`src/rtl/mem_bist_pkg.sv`:
```
// Shared encodings and March element tables for the memory BIST engine.
// Each algorithm is described as a list of elements (direction, op count, ops).
package mem_bist_pkg;

  localparam logic [2:0] MODE_MARCH_CM = 3'b001;
  localparam logic [2:0] MODE_MATS_P   = 3'b010;
  localparam logic [2:0] MODE_CKBD     = 3'b011;
  localparam logic [2:0] MODE_MARCH_X  = 3'b100;

  localparam logic DIR_UP = 1'b0;
  localparam logic DIR_DN = 1'b1;

  // inv selects the inverted background (all-ones, or ~P for checkerboard)
  typedef struct packed {
    logic wr;
    logic inv;
  } bist_op_t;

  localparam bist_op_t OP_W0 = '{wr: 1'b1, inv: 1'b0};
  localparam bist_op_t OP_W1 = '{wr: 1'b1, inv: 1'b1};
  localparam bist_op_t OP_R0 = '{wr: 1'b0, inv: 1'b0};
  localparam bist_op_t OP_R1 = '{wr: 1'b0, inv: 1'b1};

  function automatic logic mode_legal(input logic [2:0] m);
    mode_legal = (m == MODE_MARCH_CM) || (m == MODE_MATS_P) ||
                 (m == MODE_CKBD) || (m == MODE_MARCH_X);
  endfunction

  function automatic logic [2:0] num_elems(input logic [2:0] m);
    num_elems = 3'd1;
    case (m)
      MODE_MARCH_CM: num_elems = 3'd6;
      MODE_MATS_P:   num_elems = 3'd3;
      MODE_CKBD:     num_elems = 3'd4;
      MODE_MARCH_X:  num_elems = 3'd4;
      default:       num_elems = 3'd1;
    endcase
  endfunction

  function automatic logic elem_dir(input logic [2:0] m, input logic [2:0] e);
    elem_dir = DIR_UP;
    case (m)
      MODE_MARCH_CM: if (e == 3'd3 || e == 3'd4) elem_dir = DIR_DN;
      MODE_MATS_P:   if (e == 3'd2) elem_dir = DIR_DN;
      MODE_MARCH_X:  if (e == 3'd2) elem_dir = DIR_DN;
      default:       elem_dir = DIR_UP;
    endcase
  endfunction

  function automatic logic [1:0] elem_nops(input logic [2:0] m, input logic [2:0] e);
    elem_nops = 2'd1;
    case (m)
      MODE_MARCH_CM: if (e >= 3'd1 && e <= 3'd4) elem_nops = 2'd2;
      MODE_MATS_P:   if (e == 3'd1 || e == 3'd2) elem_nops = 2'd2;
      MODE_MARCH_X:  if (e == 3'd1 || e == 3'd2) elem_nops = 2'd2;
      default:       elem_nops = 2'd1;
    endcase
  endfunction

  function automatic bist_op_t elem_op(input logic [2:0] m, input logic [2:0] e,
                                       input logic k);
    elem_op = OP_R0;
    case (m)
      MODE_MARCH_CM:
        case (e)
          3'd0:    elem_op = OP_W0;
          3'd1:    elem_op = k ? OP_W1 : OP_R0;
          3'd2:    elem_op = k ? OP_W0 : OP_R1;
          3'd3:    elem_op = k ? OP_W1 : OP_R0;
          3'd4:    elem_op = k ? OP_W0 : OP_R1;
          default: elem_op = OP_R0;
        endcase
      MODE_MATS_P:
        case (e)
          3'd0:    elem_op = OP_W0;
          3'd1:    elem_op = k ? OP_W1 : OP_R0;
          default: elem_op = k ? OP_W0 : OP_R1;
        endcase
      MODE_CKBD:
        case (e)
          3'd0:    elem_op = OP_W0;
          3'd1:    elem_op = OP_R0;
          3'd2:    elem_op = OP_W1;
          default: elem_op = OP_R1;
        endcase
      MODE_MARCH_X:
        case (e)
          3'd0:    elem_op = OP_W0;
          3'd1:    elem_op = k ? OP_W1 : OP_R0;
          3'd2:    elem_op = k ? OP_W0 : OP_R1;
          default: elem_op = OP_R0;
        endcase
      default: elem_op = OP_R0;
    endcase
  endfunction

  // P is 0x55.. at even addresses, 0xAA.. at odd addresses
  function automatic logic ckbd_bit(input logic addr_lsb, input logic bit_odd);
    ckbd_bit = ~(addr_lsb ^ bit_odd);
  endfunction

endpackage

```
`src/rtl/mem_bist_cmp.sv`:
```
// Read-compare path: expected data/address travel READ_LAT stages alongside each
// read, then mismatches are counted (saturating) and the first one is captured.
module mem_bist_cmp
  import mem_bist_pkg::*;
#(
  parameter int AW       = 16,
  parameter int DW       = 8,
  parameter int READ_LAT = 1,
  parameter int CNTW     = 8
) (
  input  logic            clk,
  input  logic            rst,
  input  logic            clr,
  input  logic            flush,
  input  logic            issue,
  input  logic [DW-1:0]   exp_data,
  input  logic [AW-1:0]   exp_addr,
  input  logic [DW-1:0]   rdata,
  output logic [CNTW-1:0] fail_cnt,
  output logic [AW-1:0]   fail_addr,
  output logic [DW-1:0]   fail_data
);

  logic [READ_LAT:1]         vld_pipe;
  logic [READ_LAT:1][DW-1:0] exp_pipe;
  logic [READ_LAT:1][AW-1:0] addr_pipe;
  logic                      miss;

  assign miss = vld_pipe[READ_LAT] && (rdata != exp_pipe[READ_LAT]);

  always_ff @(posedge clk) begin
    exp_pipe[1]  <= exp_data;
    addr_pipe[1] <= exp_addr;
    for (int i = 2; i <= READ_LAT; i++) begin
      exp_pipe[i]  <= exp_pipe[i-1];
      addr_pipe[i] <= addr_pipe[i-1];
    end
  end

  always_ff @(posedge clk) begin
    if (rst || clr) begin
      vld_pipe  <= '0;
      fail_cnt  <= '0;
      fail_addr <= '0;
      fail_data <= '0;
    end else if (flush) begin
      vld_pipe <= '0;
    end else begin
      vld_pipe[1] <= issue;
      for (int i = 2; i <= READ_LAT; i++) vld_pipe[i] <= vld_pipe[i-1];
      if (miss) begin
        if (fail_cnt != '1) fail_cnt <= fail_cnt + 1'b1;
        // a zero count marks the first mismatch; saturation never returns to zero
        if (fail_cnt == '0) begin
          fail_addr <= addr_pipe[READ_LAT];
          fail_data <= rdata;
        end
      end
    end
  end

endmodule

```
`src/rtl/mem_bist_engine.sv`:
```
// March-test BIST sequencer owning the SRAM port while a run is active.
// One op per RUN cycle; a drain window lets the last read settle before DONE.
module mem_bist_engine
  import mem_bist_pkg::*;
#(
  parameter int AW       = 16,
  parameter int DW       = 8,
  parameter int DEPTH    = 2**AW,
  parameter int READ_LAT = 1,
  parameter int CNTW     = 8
) (
  input  logic            CLK,
  input  logic            RST,
  input  logic            BIST_EN,
  input  logic [2:0]      BIST_MODE,
  output logic            MEM_CSB,
  output logic            MEM_WEB,
  output logic            MEM_OEB,
  output logic [AW-1:0]   MEM_ADDR,
  output logic [DW-1:0]   MEM_WDATA,
  input  logic [DW-1:0]   MEM_RDATA,
  output logic            BIST_BUSY,
  output logic            BIST_DONE,
  output logic            BIST_PASS,
  output logic            MODE_ERR,
  output logic [CNTW-1:0] FAIL_CNT,
  output logic [AW-1:0]   FAIL_ADDR,
  output logic [DW-1:0]   FAIL_DATA
);

  localparam logic [1:0] ST_IDLE  = 2'd0;
  localparam logic [1:0] ST_RUN   = 2'd1;
  localparam logic [1:0] ST_DRAIN = 2'd2;
  localparam logic [1:0] ST_DONE  = 2'd3;

  localparam logic [AW-1:0] LAST_ADDR = AW'(DEPTH - 1);
  localparam int            DCW       = $clog2(READ_LAT + 1);

  logic [1:0]     state;
  logic [2:0]     mode_q;
  logic [2:0]     elem;
  logic           opi;
  logic [AW-1:0]  addr;
  logic [DCW-1:0] drain_cnt;
  logic           busy_q, done_q, pass_q, mode_err_q;

  bist_op_t      op;
  logic          run, cur_dir, last_op, addr_end, last_elem;
  logic [DW-1:0] pat, data;

  assign run       = (state == ST_RUN);
  assign op        = elem_op(mode_q, elem, opi);
  assign cur_dir   = elem_dir(mode_q, elem);
  assign last_op   = ({1'b0, opi} == elem_nops(mode_q, elem) - 2'd1);
  assign addr_end  = (cur_dir == DIR_DN) ? (addr == '0) : (addr == LAST_ADDR);
  assign last_elem = (elem == num_elems(mode_q) - 3'd1);

  for (genvar i = 0; i < DW; i++) begin : g_pat
    assign pat[i] = (mode_q == MODE_CKBD) & ckbd_bit(addr[0], (i % 2) == 1);
  end
  assign data = pat ^ {DW{op.inv}};

  assign MEM_CSB   = ~run;
  assign MEM_WEB   = ~(run & op.wr);
  assign MEM_OEB   = ~(run & ~op.wr);
  assign MEM_ADDR  = run ? addr : '0;
  assign MEM_WDATA = (run & op.wr) ? data : '0;

  assign BIST_BUSY = busy_q;
  assign BIST_DONE = done_q;
  assign BIST_PASS = pass_q;
  assign MODE_ERR  = mode_err_q;

  always_ff @(posedge CLK) begin
    if (RST) begin
      state      <= ST_IDLE;
      mode_q     <= '0;
      elem       <= '0;
      opi        <= 1'b0;
      addr       <= '0;
      drain_cnt  <= '0;
      busy_q     <= 1'b0;
      done_q     <= 1'b0;
      pass_q     <= 1'b0;
      mode_err_q <= 1'b0;
    end else begin
      case (state)
        ST_IDLE: if (BIST_EN) begin
          mode_q <= BIST_MODE;
          elem   <= '0;
          opi    <= 1'b0;
          if (mode_legal(BIST_MODE)) begin
            state      <= ST_RUN;
            busy_q     <= 1'b1;
            mode_err_q <= 1'b0;
            addr       <= (elem_dir(BIST_MODE, 3'd0) == DIR_DN) ? LAST_ADDR : '0;
          end else begin
            state      <= ST_DONE;
            done_q     <= 1'b1;
            pass_q     <= 1'b0;
            mode_err_q <= 1'b1;
          end
        end
        ST_RUN: if (!BIST_EN) begin
          state  <= ST_IDLE;
          busy_q <= 1'b0;
          done_q <= 1'b0;
          pass_q <= 1'b0;
        end else if (!last_op) begin
          opi <= 1'b1;
        end else begin
          opi <= 1'b0;
          if (!addr_end) begin
            addr <= (cur_dir == DIR_DN) ? addr - 1'b1 : addr + 1'b1;
          end else if (last_elem) begin
            state     <= ST_DRAIN;
            drain_cnt <= DCW'(READ_LAT);
          end else begin
            elem <= elem + 3'd1;
            addr <= (elem_dir(mode_q, elem + 3'd1) == DIR_DN) ? LAST_ADDR : '0;
          end
        end
        // one cycle past READ_LAT so the final compare is in FAIL_CNT before PASS samples it
        ST_DRAIN: if (!BIST_EN) begin
          state  <= ST_IDLE;
          busy_q <= 1'b0;
          done_q <= 1'b0;
          pass_q <= 1'b0;
        end else if (drain_cnt == '0) begin
          state  <= ST_DONE;
          busy_q <= 1'b0;
          done_q <= 1'b1;
          pass_q <= (FAIL_CNT == '0);
        end else begin
          drain_cnt <= drain_cnt - 1'b1;
        end
        ST_DONE: if (!BIST_EN) begin
          state  <= ST_IDLE;
          done_q <= 1'b0;
          pass_q <= 1'b0;
        end
        default: state <= ST_IDLE;
      endcase
    end
  end

  mem_bist_cmp #(
    .AW(AW), .DW(DW), .READ_LAT(READ_LAT), .CNTW(CNTW)
  ) u_cmp (
    .clk       (CLK),
    .rst       (RST),
    .clr       ((state == ST_IDLE) && BIST_EN),
    .flush     (((state == ST_RUN) || (state == ST_DRAIN)) && !BIST_EN),
    .issue     (run && !op.wr),
    .exp_data  (data),
    .exp_addr  (addr),
    .rdata     (MEM_RDATA),
    .fail_cnt  (FAIL_CNT),
    .fail_addr (FAIL_ADDR),
    .fail_data (FAIL_DATA)
  );

endmodule

```
`config.mk`:
```
export PLATFORM = sky130hd
export DESIGN_NAME = mem_bist_engine
export DESIGN_NICKNAME = d
export VERILOG_FILES = /design/src/rtl/mem_bist_pkg.sv /design/src/rtl/mem_bist_cmp.sv /design/src/rtl/mem_bist_engine.sv
export SDC_FILE = /design/constraint.sdc
export NUM_CORES = 1
export LEC_CHECK = 0
export CAP_MARGIN = 20
export CORE_UTILIZATION = 54
export CTS_CLUSTER_DIAMETER = 30
export DETAILED_ROUTE_END_ITERATION = 12
export GPL_TIMING_DRIVEN = 0
export PLACE_DENSITY_LB_ADDON = 0.2
export SKIP_CTS_REPAIR_TIMING = 1
export SLEW_MARGIN = 15
export SYNTH_ARGS = -nofsm -noshare
export SYNTH_HDL_FRONTEND = slang
export SYNTH_SLANG_ARGS = --single-unit
```
`constraint.sdc`:
```
create_clock -name CLK -period 3.9 [get_ports CLK]
set_clock_uncertainty 0.2 [all_clocks]
set_input_delay 0.975 -clock CLK [delete_from_list [all_inputs] [get_ports CLK]]
set_output_delay 0.975 -clock CLK [all_outputs]
set_load 0.01 [all_outputs]
```
==> results by group <==
Outcome
  – Status: complete, but fails checks
  – Failing checks: setup timing

Yosys
  – Syn Area/Cell: slightly below 9 sq um
  – Cell accounting for the most synthesized area: dfxtp_1
  – Syn Nets: roughly 590
  – Post-synthesis xor/xnor area fraction: about 4.4%
  – Synth cell types: 68
  – Synth area leaders: dfxtp_1, ha_1, mux2i_1
  – Seq/Total Area, Yosys: about a third
  – Main flop type after synthesis: dfxtp_1
  – Compound-gate portion of the synthesized area: a little under a fifth
  – Adder-cell share of the synthesized area: under 10%
  – Number of enable flip-flop cells after synthesis: 0
  – Most frequent cell after synthesis: dfxtp_1
  – Gate count of the mapped netlist: approximately 550
  – Largest family of logic cells by synthesized area: simple AND/OR/NAND/NOR gates
  – Most frequent cells after synthesis: dfxtp_1, nor2_1, a21oi_1, nand2_1, mux2i_1
  – Post-synthesis mux area share: 6.75%
  – Flops & latches, synth: 81
  – Yosys top cell area share: approximately a third
  – Asr flop ratio synth: 0%
  – Mapped Area: 0.00474 sq mm
  – Syn. warnings: 0
  – Post-synthesis simple-gate area fraction: about 23%

Detailed routing
  – Post-route DRC: 0
  – WL/cell: 16.4 microns
  – DR pass1 iterations: 5
  – Vias after detailed routing: around 4,400
  – Detail Route Antenna Nets: 0
  – 1st-iter DRT viols: 199
  – Routed WL: around 12,000 microns
  – Vias per Instance: approximately 5.9

Global routing
  – Largest net degree at the start of global routing: 17
  – Overflow left after global routing: 0
  – Met3 Use GR: approximately 5.0%
  – Top Usage Layer GRT: met2
  – First-pass GRT wire length: roughly 19,000 microns
  – Vias in the first global route: 3,901
  – Met1 global-route usage: between 30% and 40%
  – Initial antenna violation count: 0
  – Met2 usage: between 40 and 50%
  – GRT Total Usage: between 20 and 30%

Floorplanning
  – Initial core utilization: between 50% and 60%
  – Row count: 33
  – Core footprint: between 0.008 and 0.009 sq mm
  – Die Height: 95.7 microns
  – Die Wd: between 90 and 100 microns
  – IO Pins: 77
  – DIE AREA: approximately 0.0092 sq mm

Setup path
  – Crit path DAT: approximately 2.9 ns
  – Worst path slowest cell: dfxtp_4
  – Critical path's largest stage delay: between 0.3 and 0.4 ns
  – Worst path most repeated cell: buf_4
  – Worst path bufs/invs: 5
  – Crit end category: primary output
  – Crit path depth: 12
  – CP top delay family: compound AO/OA/AOI/OAI gates
  – Worst Path Max Fanout: 8
  – CP Data Required Time: 2.72 ns
  – Reg2Reg Depth: 13
  – Crit-path cells: buf_8 -> clkinvlp_4 -> ha_4 -> and4_1 -> a31oi_2 -> o22ai_2 -> a221oi_2 -> xor2_1 -> nor2b_4 -> buf_4 -> buf_4 -> buf_4
  – CP Class: reg -> out
  – Crit start category: register

Layout
  – Fill count: 595
  – Nets: a little under 700
  – Fin util: about 73%
  – Share of layout cells above drive strength 1: between 10% and 20%
  – Layout Area Growth over Synthesis: 28.2%
  – # diodes: 0

Placed design
  – GPL Wtd Cong: 0.947
  – DPL Wire Length: a little over 9000 microns
  – Buffers on Ports: 76

Power
  – Power per Cell Area: roughly 340 mW/mm^2
  – P_int: roughly 1.4 mW
  – Tot Pwr: between 2 and 2.5 mW
  – Clock power share: 34.4%
  – Lkg Pwr: around 2.3 nW
  – Psw: approximately 0.64 mW
  – Gate power share: a little under a quarter
  – Switching Share: 31.4%
  – Reg power frac: between 40% and 50%
  – Worst vdd ir: between 150 and 200 uV

Timing
  – Final period utilization: 105%
  – Period minus WS final: slightly above 4 ns
  – FMAX: ~240 MHz
  – Final Max Slew Viols: 0
  – Final hold vios: 0
  – Final Setup Violations: 9
  – Least-Margin Pin Slew: between 0.6 and 0.7 ns
  – Final setup margin: -0.206 ns
  – RSZ-0062 raised after global routing: true
  – Relative slew slack: 53.3%

Clocking
  – Worst-path clk slew: about 0.09 ns
  – CTS tree: done
  – Clock buffer depth: 2
  – H-tree depth: 3
  – Clock root buffer: clkbuf_8
  – Clock latency on the worst-skew pair: approximately 0.36 ns
  – TritonCTS Sinks: 81
  – Total CTS buffers: 9

Flow run
  – Maxcap violations: 0

Worst hold path
  – Hold Crit Depth: 0
  – Hold crit path type: reg -> reg
[path summary, 6_finish.rpt]
path / end / slack (ns) / from
worst max-delay path: MEM_WDATA[7] / -0.21 / elem[0]$_SDFFE_PP0P_
worst min-delay path: u_cmp.addr_pipe[0]$_DFF_P_ / 0.16 / addr[0]$_SDFFE_PP0P_
worst max register to register: addr[15]$_SDFFE_PP0P_ / -0.03 / elem[0]$_SDFFE_PP0P_
worst min register to register: u_cmp.addr_pipe[0]$_DFF_P_ / 0.16 / addr[0]$_SDFFE_PP0P_
[through the flow]
| stage | setup slack, ns | instances | instance area, sq um | hold WS, ns | TNS [ns] |
|---|---|---|---|---|---|
| 6_report | -0.206 | 754 | 6080 | 0.163 | -1.08 |
| 5_1_grt | -0.299 | 754 | 6080 | 0.170 | -2.21 |
| 4_1_cts | -1.13 | 742 | 5860 | 0.159 | -12.21 |
| 3_5_place_dp | -0.711 | 726 | 5640 | 0.141 | -7.55 |
| 3_3_place_gp | -0.623 | 726 | 5640 | 0.136 | -6.09 |
| 2_1_floorplan | 0.290 | 545 | 4740 | 0.129 | 0 |
[cells by family after synthesis]
family / Yosys count
buf+inv: 49
simple gates: 205
compound gates: 125
xor+xnor: 23
fa+ha+maj: 30
flops: 81
mux: 32
[cell usage in the layout (no fill, tap or decap), drive strengths merged, types with 3 or more instances in the layout]
master,Yosys,final
o31a,3,3
or4,4,4
xnor2,15,15
nor3,9,9
nor4,8,8
o211ai,10,10
o21ai,24,24
a21o,8,8
buf,18,38
dfxtp,81,81
nand2b,3,3
xor2,8,8
nor2b,4,4
and2,14,14
a21oi,37,37
nor2,71,71
or3,5,5
inv,17,20
a31o,3,3
o21a,6,6
nand4,10,10
a31oi,6,6
a311oi,3,3
ha,29,29
o21bai,3,3
nand3,25,25
nand2,37,37
clkbuf,13,22
mux2i,32,32
nor3b,3,3
a211oi,7,7
clkdlybuf4s50,0,66
[power by group through the flow]
stage | combinational, mW | sequential, mW | clock (mW)
after floorplan | 0.320 | 0.891 | 0
after global placement | 0.453 | 0.889 | 0
after detailed placement | 0.461 | 0.889 | 0
after CTS | 0.465 | 0.870 | 0.707
after global routing | 0.520 | 0.873 | 0.748
final | 0.480 | 0.869 | 0.707
[area by class of cell]
cell class                      instances  area, sq um  share of cell area [%]
Buffer                                 31          210                    3.46
Sequential cell                        81         1630                    26.8
Clock buffer                            9          124                    2.04
Multi-Input combinational cell        415         2960                    48.6
Inverter                               18         71.3                    1.17
Tap cell                              105          131                    2.16
Clock inverter                          7          105                    1.73
Timing Repair Buffer                   88          856                    14.1
[state kept, by name, summed over array words and instances, names as in the netlist]
signal,flops
MODE_ERR,1
u_cmp.fail_data,8
u_cmp.fail_cnt,8
opi,1
state,2
u_cmp.fail_addr,16
u_cmp.exp_pipe,2
mode_q,3
drain_cnt,1
u_cmp.addr_pipe,16
u_cmp.vld_pipe,1
elem,3
BIST_BUSY,1
BIST_PASS,1
BIST_DONE,1
addr,16
[metal layers]
layer	vias up	routed length (microns)
met5	-	0
met1	2115	5490
met4	0	185
met2	175	5880
met3	21	799
li1	2137	-
(Power assumes the default switching activity.)
